**src/rtl/param_seq_shift_pkg.sv**
```systemverilog
// Shared definitions for the parametrised sequential shift register:
// operation mode codes, FSM state encoding and a mode-validity helper.
package param_seq_shift_pkg;

  localparam logic [2:0] MODE_LSL = 3'b000;
  localparam logic [2:0] MODE_LSR = 3'b001;
  localparam logic [2:0] MODE_ASR = 3'b010;
  localparam logic [2:0] MODE_ROL = 3'b011;
  localparam logic [2:0] MODE_ROR = 3'b100;

  typedef enum logic {
    ST_IDLE  = 1'b0,
    ST_SHIFT = 1'b1
  } state_t;

  // Codes above ROR are reserved; a start carrying one of them is dropped.
  function automatic logic mode_is_valid(input logic [2:0] m);
    return (m <= MODE_ROR);
  endfunction

endpackage

```
**src/rtl/shift_step_unit.sv**
```systemverilog
// One-position shift/rotate datapath. Purely combinational: given the
// current register value it produces the value after a single step and
// the bit that leaves the register on that step.
module shift_step_unit
  import param_seq_shift_pkg::*;
#(
  parameter int WIDTH = 8
) (
  input  logic [WIDTH-1:0] q,
  input  logic [2:0]       mode,
  input  logic             serial_in,
  output logic [WIDTH-1:0] next_q,
  output logic             out_bit
);

  // Select the step result for the requested mode; reserved codes hold q.
  always_comb begin
    next_q  = q;
    out_bit = 1'b0;
    case (mode)
      MODE_LSL: begin
        next_q  = {q[WIDTH-2:0], serial_in};
        out_bit = q[WIDTH-1];
      end
      MODE_LSR: begin
        next_q  = {serial_in, q[WIDTH-1:1]};
        out_bit = q[0];
      end
      MODE_ASR: begin
        next_q  = {q[WIDTH-1], q[WIDTH-1:1]};
        out_bit = q[0];
      end
      MODE_ROL: begin
        next_q  = {q[WIDTH-2:0], q[WIDTH-1]};
        out_bit = q[WIDTH-1];
      end
      MODE_ROR: begin
        next_q  = {q[0], q[WIDTH-1:1]};
        out_bit = q[0];
      end
      default: begin
        next_q  = q;
        out_bit = 1'b0;
      end
    endcase
  end

endmodule

```
**src/rtl/param_seq_shift_reg.sv**
```systemverilog
// Parametrised load/shift/rotate register with a multi-cycle "shift by N"
// operation. A start in IDLE latches mode and count; the register then
// moves one position per clock while busy, and pulses done with the final
// value. A load always wins over a start or a pending step and aborts a
// running operation without a done pulse.
module param_seq_shift_reg
  import param_seq_shift_pkg::*;
#(
  parameter int WIDTH = 8,
  parameter int CNT_W = 4
) (
  input  logic             clk,
  input  logic             reset,
  input  logic             load,
  input  logic [WIDTH-1:0] d,
  input  logic             start,
  input  logic [2:0]       mode,
  input  logic [CNT_W-1:0] count,
  input  logic             serial_in,
  output logic [WIDTH-1:0] q,
  output logic             busy,
  output logic             done,
  output logic             serial_out
);

  state_t           state_reg, state_next;
  logic [2:0]       mode_reg, mode_next;
  logic [CNT_W-1:0] remaining_reg, remaining_next;
  logic [WIDTH-1:0] q_reg, q_next;
  logic             busy_reg, busy_next;
  logic             done_reg, done_next;
  logic             sout_reg, sout_next;

  logic [WIDTH-1:0] step_q;
  logic             step_out;

  // The step unit always works on the latched mode so that mode changes
  // on the input pins during an operation have no effect.
  shift_step_unit #(
    .WIDTH(WIDTH)
  ) u_step (
    .q        (q_reg),
    .mode     (mode_reg),
    .serial_in(serial_in),
    .next_q   (step_q),
    .out_bit  (step_out)
  );

  // Next-state logic: load > start > shift step; done is a one-cycle pulse.
  always_comb begin
    state_next     = state_reg;
    mode_next      = mode_reg;
    remaining_next = remaining_reg;
    q_next         = q_reg;
    busy_next      = busy_reg;
    done_next      = 1'b0;
    sout_next      = sout_reg;

    if (load) begin
      q_next         = d;
      state_next     = ST_IDLE;
      busy_next      = 1'b0;
      remaining_next = '0;
    end else begin
      case (state_reg)
        ST_IDLE: begin
          if (start && mode_is_valid(mode)) begin
            if (count == '0) begin
              done_next = 1'b1;
            end else begin
              mode_next      = mode;
              remaining_next = count;
              state_next     = ST_SHIFT;
              busy_next      = 1'b1;
            end
          end
        end
        ST_SHIFT: begin
          q_next         = step_q;
          sout_next      = step_out;
          remaining_next = remaining_reg - CNT_W'(1);
          if (remaining_reg == CNT_W'(1)) begin
            state_next = ST_IDLE;
            busy_next  = 1'b0;
            done_next  = 1'b1;
          end
        end
        default: begin
          state_next = ST_IDLE;
          busy_next  = 1'b0;
        end
      endcase
    end
  end

  // State and output registers with synchronous reset.
  always_ff @(posedge clk) begin
    if (reset) begin
      state_reg     <= ST_IDLE;
      mode_reg      <= 3'b000;
      remaining_reg <= '0;
      q_reg         <= '0;
      busy_reg      <= 1'b0;
      done_reg      <= 1'b0;
      sout_reg      <= 1'b0;
    end else begin
      state_reg     <= state_next;
      mode_reg      <= mode_next;
      remaining_reg <= remaining_next;
      q_reg         <= q_next;
      busy_reg      <= busy_next;
      done_reg      <= done_next;
      sout_reg      <= sout_next;
    end
  end

  assign q          = q_reg;
  assign busy       = busy_reg;
  assign done       = done_reg;
  assign serial_out = sout_reg;

endmodule
```
**config.mk**
```make
export PLATFORM = sky130hd
export DESIGN_NAME = param_seq_shift_reg
export DESIGN_NICKNAME = d
export VERILOG_FILES = /design/src/rtl/param_seq_shift_pkg.sv /design/src/rtl/shift_step_unit.sv /design/src/rtl/param_seq_shift_reg.sv
export SDC_FILE = /design/constraint.sdc
export NUM_CORES = 1
export LEC_CHECK = 0
export ABC_CLOCK_PERIOD_IN_PS = 2000
export BUFFER_PORTS_ARGS = -buffer_cell sky130_fd_sc_hd__buf_2
export CORE_MARGIN = 2
export CORE_UTILIZATION = 55
export CTS_CLUSTER_SIZE = 30
export DETAILED_ROUTE_END_ITERATION = 8
export GPL_ROUTABILITY_DRIVEN = 0
export PLACE_DENSITY = 0.79
export RECOVER_POWER = 50
export REMOVE_ABC_BUFFERS = 1
export SYNTH_ARGS = -nofsm -noshare
export SYNTH_HDL_FRONTEND = slang
export SYNTH_SLANG_ARGS = --single-unit
```
**constraint.sdc**
```tcl
create_clock -name clk -period 2 [get_ports clk]
set_input_delay 0.3 -clock clk [delete_from_list [all_inputs] [get_ports clk]]
set_output_delay 0.3 -clock clk [all_outputs]
set_load 0.02 [all_outputs]
```
==> results.md <==
- Buffers & Inverters on Critical Path: 0
- Via count: 1133
- Pleak: 0.500 nW
- Netlist cell types: 45
- Total track usage: 23.0%
- Hold Vio Cnt, Final: 0
- CTS H-tree depth: 1
- Port bufs: 30
- Top cell family by delay on the critical path: simple AND/OR/NAND/NOR gates
- Peak supply drop: 0.422 mV
- CTS tree: done
- Initial antenna violation count: 0
- CTS max path bufs: 2
- Root buffer cell: clkbuf_4
- Largest register FFs: 8
- Post-cts hold buffer count: 0
- Worst-Skew Late Latency: 0.30 ns
- Crit path DAT: 1.89 ns
- Fraction of layout cells with a size suffix above 1: 18.1%
- Setup crit end kind: flop
- Row Count: 16
- Final std cell area, no fill: 1300 um2
- DRT Wirelength: 2.71 mm
- Grt ovf: 0
- DIE AREA: 2440 um2
- Clock slew at reported path FFs: 0.12 ns
- Slew @ Worst Pin: 0.492 ns
- P&R area growth vs syn: 14.7%
- Clock period minus worst slack: 1.66 ns
- Final setup viols: 0
- DP Area: 1290 um2
- # DRC: 0
- Critical-path top delay cell: dfxtp_1
- Type of origin of the critical path: flop
- Number of global-route vias before repair: 1021
- Fmax: 602 MHz
- Outcome: finished clean
- Critical path fanouts, max: 13
- DRT Pass-1 Iters: 4
- Starting Density: 57.8%
- Die Ht: 49.4 um
- Gate Count Post-Synth: 138
- Worst setup margin: 0.340 ns
- Worst Path Required: 2.23 ns
- Total core area: 1960 um2
- Yosys Warn Count: 0
- Setup Skew: 0.00419 ns
- Final Max Tran Viols: 0
- DP Worst Slack: 0.366 ns
- Fin nets: 189
- Top-area cell type share of the netlist area: 33.6%
- Largest net degree at the start of global routing: 15
- First-pass GRT wire length: 4.42 mm
- Commonest cells after routing, fill and taps aside: 19 x dfxtp_1, 18 x buf_2, 16 x nand2_1, 12 x clkbuf_1, 10 x mux2i_1
- HPWL after detailed placement: 2.00 mm
- Post-Synthesis Mean Instance Area: 8.21 um2
- Slowest stage delay, CP: 0.57 ns
- Crit path cell chain: or2_1 > o22ai_1 > or4_1 > a211oi_1
- Slew HR: 67.2%
- 1st-iter DRT viols: 20
- Final Cycle Share: 83.0%
- Power Density: 627 nW/um2
- Synth top area cells: dfxtp_1 34%, mux2i_1 8.8%, nand2_1 5.3%, a31oi_1 5.0%, a21oi_1 3.5%
- Setup Crit Path Kind: flop to flop
- Sequential fraction of the synthesis area: 33.6%
- # IOs: 31
- Num CTS Buffers: 3
- FILL cells: 196
- Setup TNS: 0 ns
- RSZ-0062 raised after global routing: no
- Routed Antenna Nets: 0
- Die W: 49.4 um
- Netlist Area Pre-Place: 1130 um2
- Ant diodes: 0
- # clock sinks: 19
- Quantity of gates resized following cts: 0
- Post-CTS Setup Inserts: 0
- Hold/Removal Path Class: input port to flop
- Max-Cap Viols: 0
- Yosys top cell by area: dfxtp_1
- Wire per inst: 14.0 um
- Seq cells post-synth: 19
- Most common cell after layout, fill and taps aside: dfxtp_1
- Mean number of vias per cell: 5.87
## Yosys cell counts, drive strengths merged
| cell | n |
|---|---|
| o22a | 1 |
| mux2 | 1 |
| a31oi | 9 |
| a211oi | 3 |
| dfxtp | 19 |
| a221oi | 2 |
| o21ai | 10 |
| or2 | 2 |
| a21oi | 8 |
| a2bb2oi | 1 |
| o21a | 1 |
| ha | 2 |
| or4b | 1 |
| o21bai | 1 |
| nand2b | 1 |
| nand3b | 1 |
| o22ai | 1 |
| nand4 | 2 |
| nor3 | 2 |
| or3 | 1 |
| xor2 | 1 |
| a311oi | 1 |
| clkbuf | 3 |
| a221o | 1 |
| o221ai | 1 |
| and2 | 1 |
| nand2 | 16 |
| xnor2 | 1 |
| a211o | 1 |
| or4 | 3 |
| and3 | 5 |
| nand3 | 3 |
| o21ba | 1 |
| mux2i | 10 |
| inv | 8 |
| o31ai | 1 |
| nor2 | 5 |
| buf | 5 |
| or3b | 1 |
| nor2b | 1 |
## metal layers
metal | global-route usage, % | wire (um) | vias up
met2 | 40.3 | 1400 | 35
met4 | 9.72 | 13 | 0
met3 | 3.37 | 137 | 2
met1 | 28.0 | 1150 | 529
met5 | 0 | 0 | -
li1 | - | - | 567
## layout make-up
type / count / area, um2 / area share (%)
clock inverter: 1 / 5.00 / 0.385
multi-input combinational: 103 / 678 / 52.2
sequential: 19 / 380 / 29.3
clock buffer: 3 / 22.5 / 1.73
timing repair buffer: 32 / 150 / 11.5
tap: 27 / 33.8 / 2.60
inverter: 8 / 30.0 / 2.31
## final timing paths
| check | start | end | slack [ns] | cells after the start |
|---|---|---|---|---|
| worst max-delay path | mode_reg[0] | q[0] | 0.34 | 4 |
| worst min-delay path | reset | q[0] | 0.22 | 2 |
| worst max register to register | mode_reg[0] | q[0] | 0.34 | 4 |
| worst min register to register | busy | busy | 0.47 | 2 |
## per-stage QoR
| step | cells | utilization (%) | hold WS [ns] | total power [mW] |
|---|---|---|---|---|
| 2_1_floorplan | 130 | - | 0.373 | 0.556 |
| 3_3_place_gp | 189 | 65.6 | 0.451 | 0.620 |
| 3_5_place_dp | 189 | 65.6 | 0.457 | 0.626 |
| 4_1_cts | 193 | 67.0 | 0.194 | 0.829 |
| 5_1_grt | 193 | 66.3 | 0.205 | 0.857 |
| 6_report | 193 | 66.3 | 0.217 | 0.816 |
## power breakdown
group	internal [mW]	switching [mW]	leakage [nW]	total, mW
Sequential	0.402	0.0327	0.156	0.434
Combinational	0.0782	0.103	0.327	0.182
Clock	0.0745	0.125	0.0177	0.200
Total	0.554	0.261	0.500	0.816
## kinds of logic after synthesis
| group | share of synthesized area, % |
|---|---|
| simple gates | 21.6 |
| compound gates | 24.6 |
| flops | 33.6 |
| buf+inv | 6.62 |
| mux | 9.82 |
| xor+xnor | 1.55 |
| fa+ha+maj | 2.21 |
No activity file was read; power rests on OpenSTA's default activity.
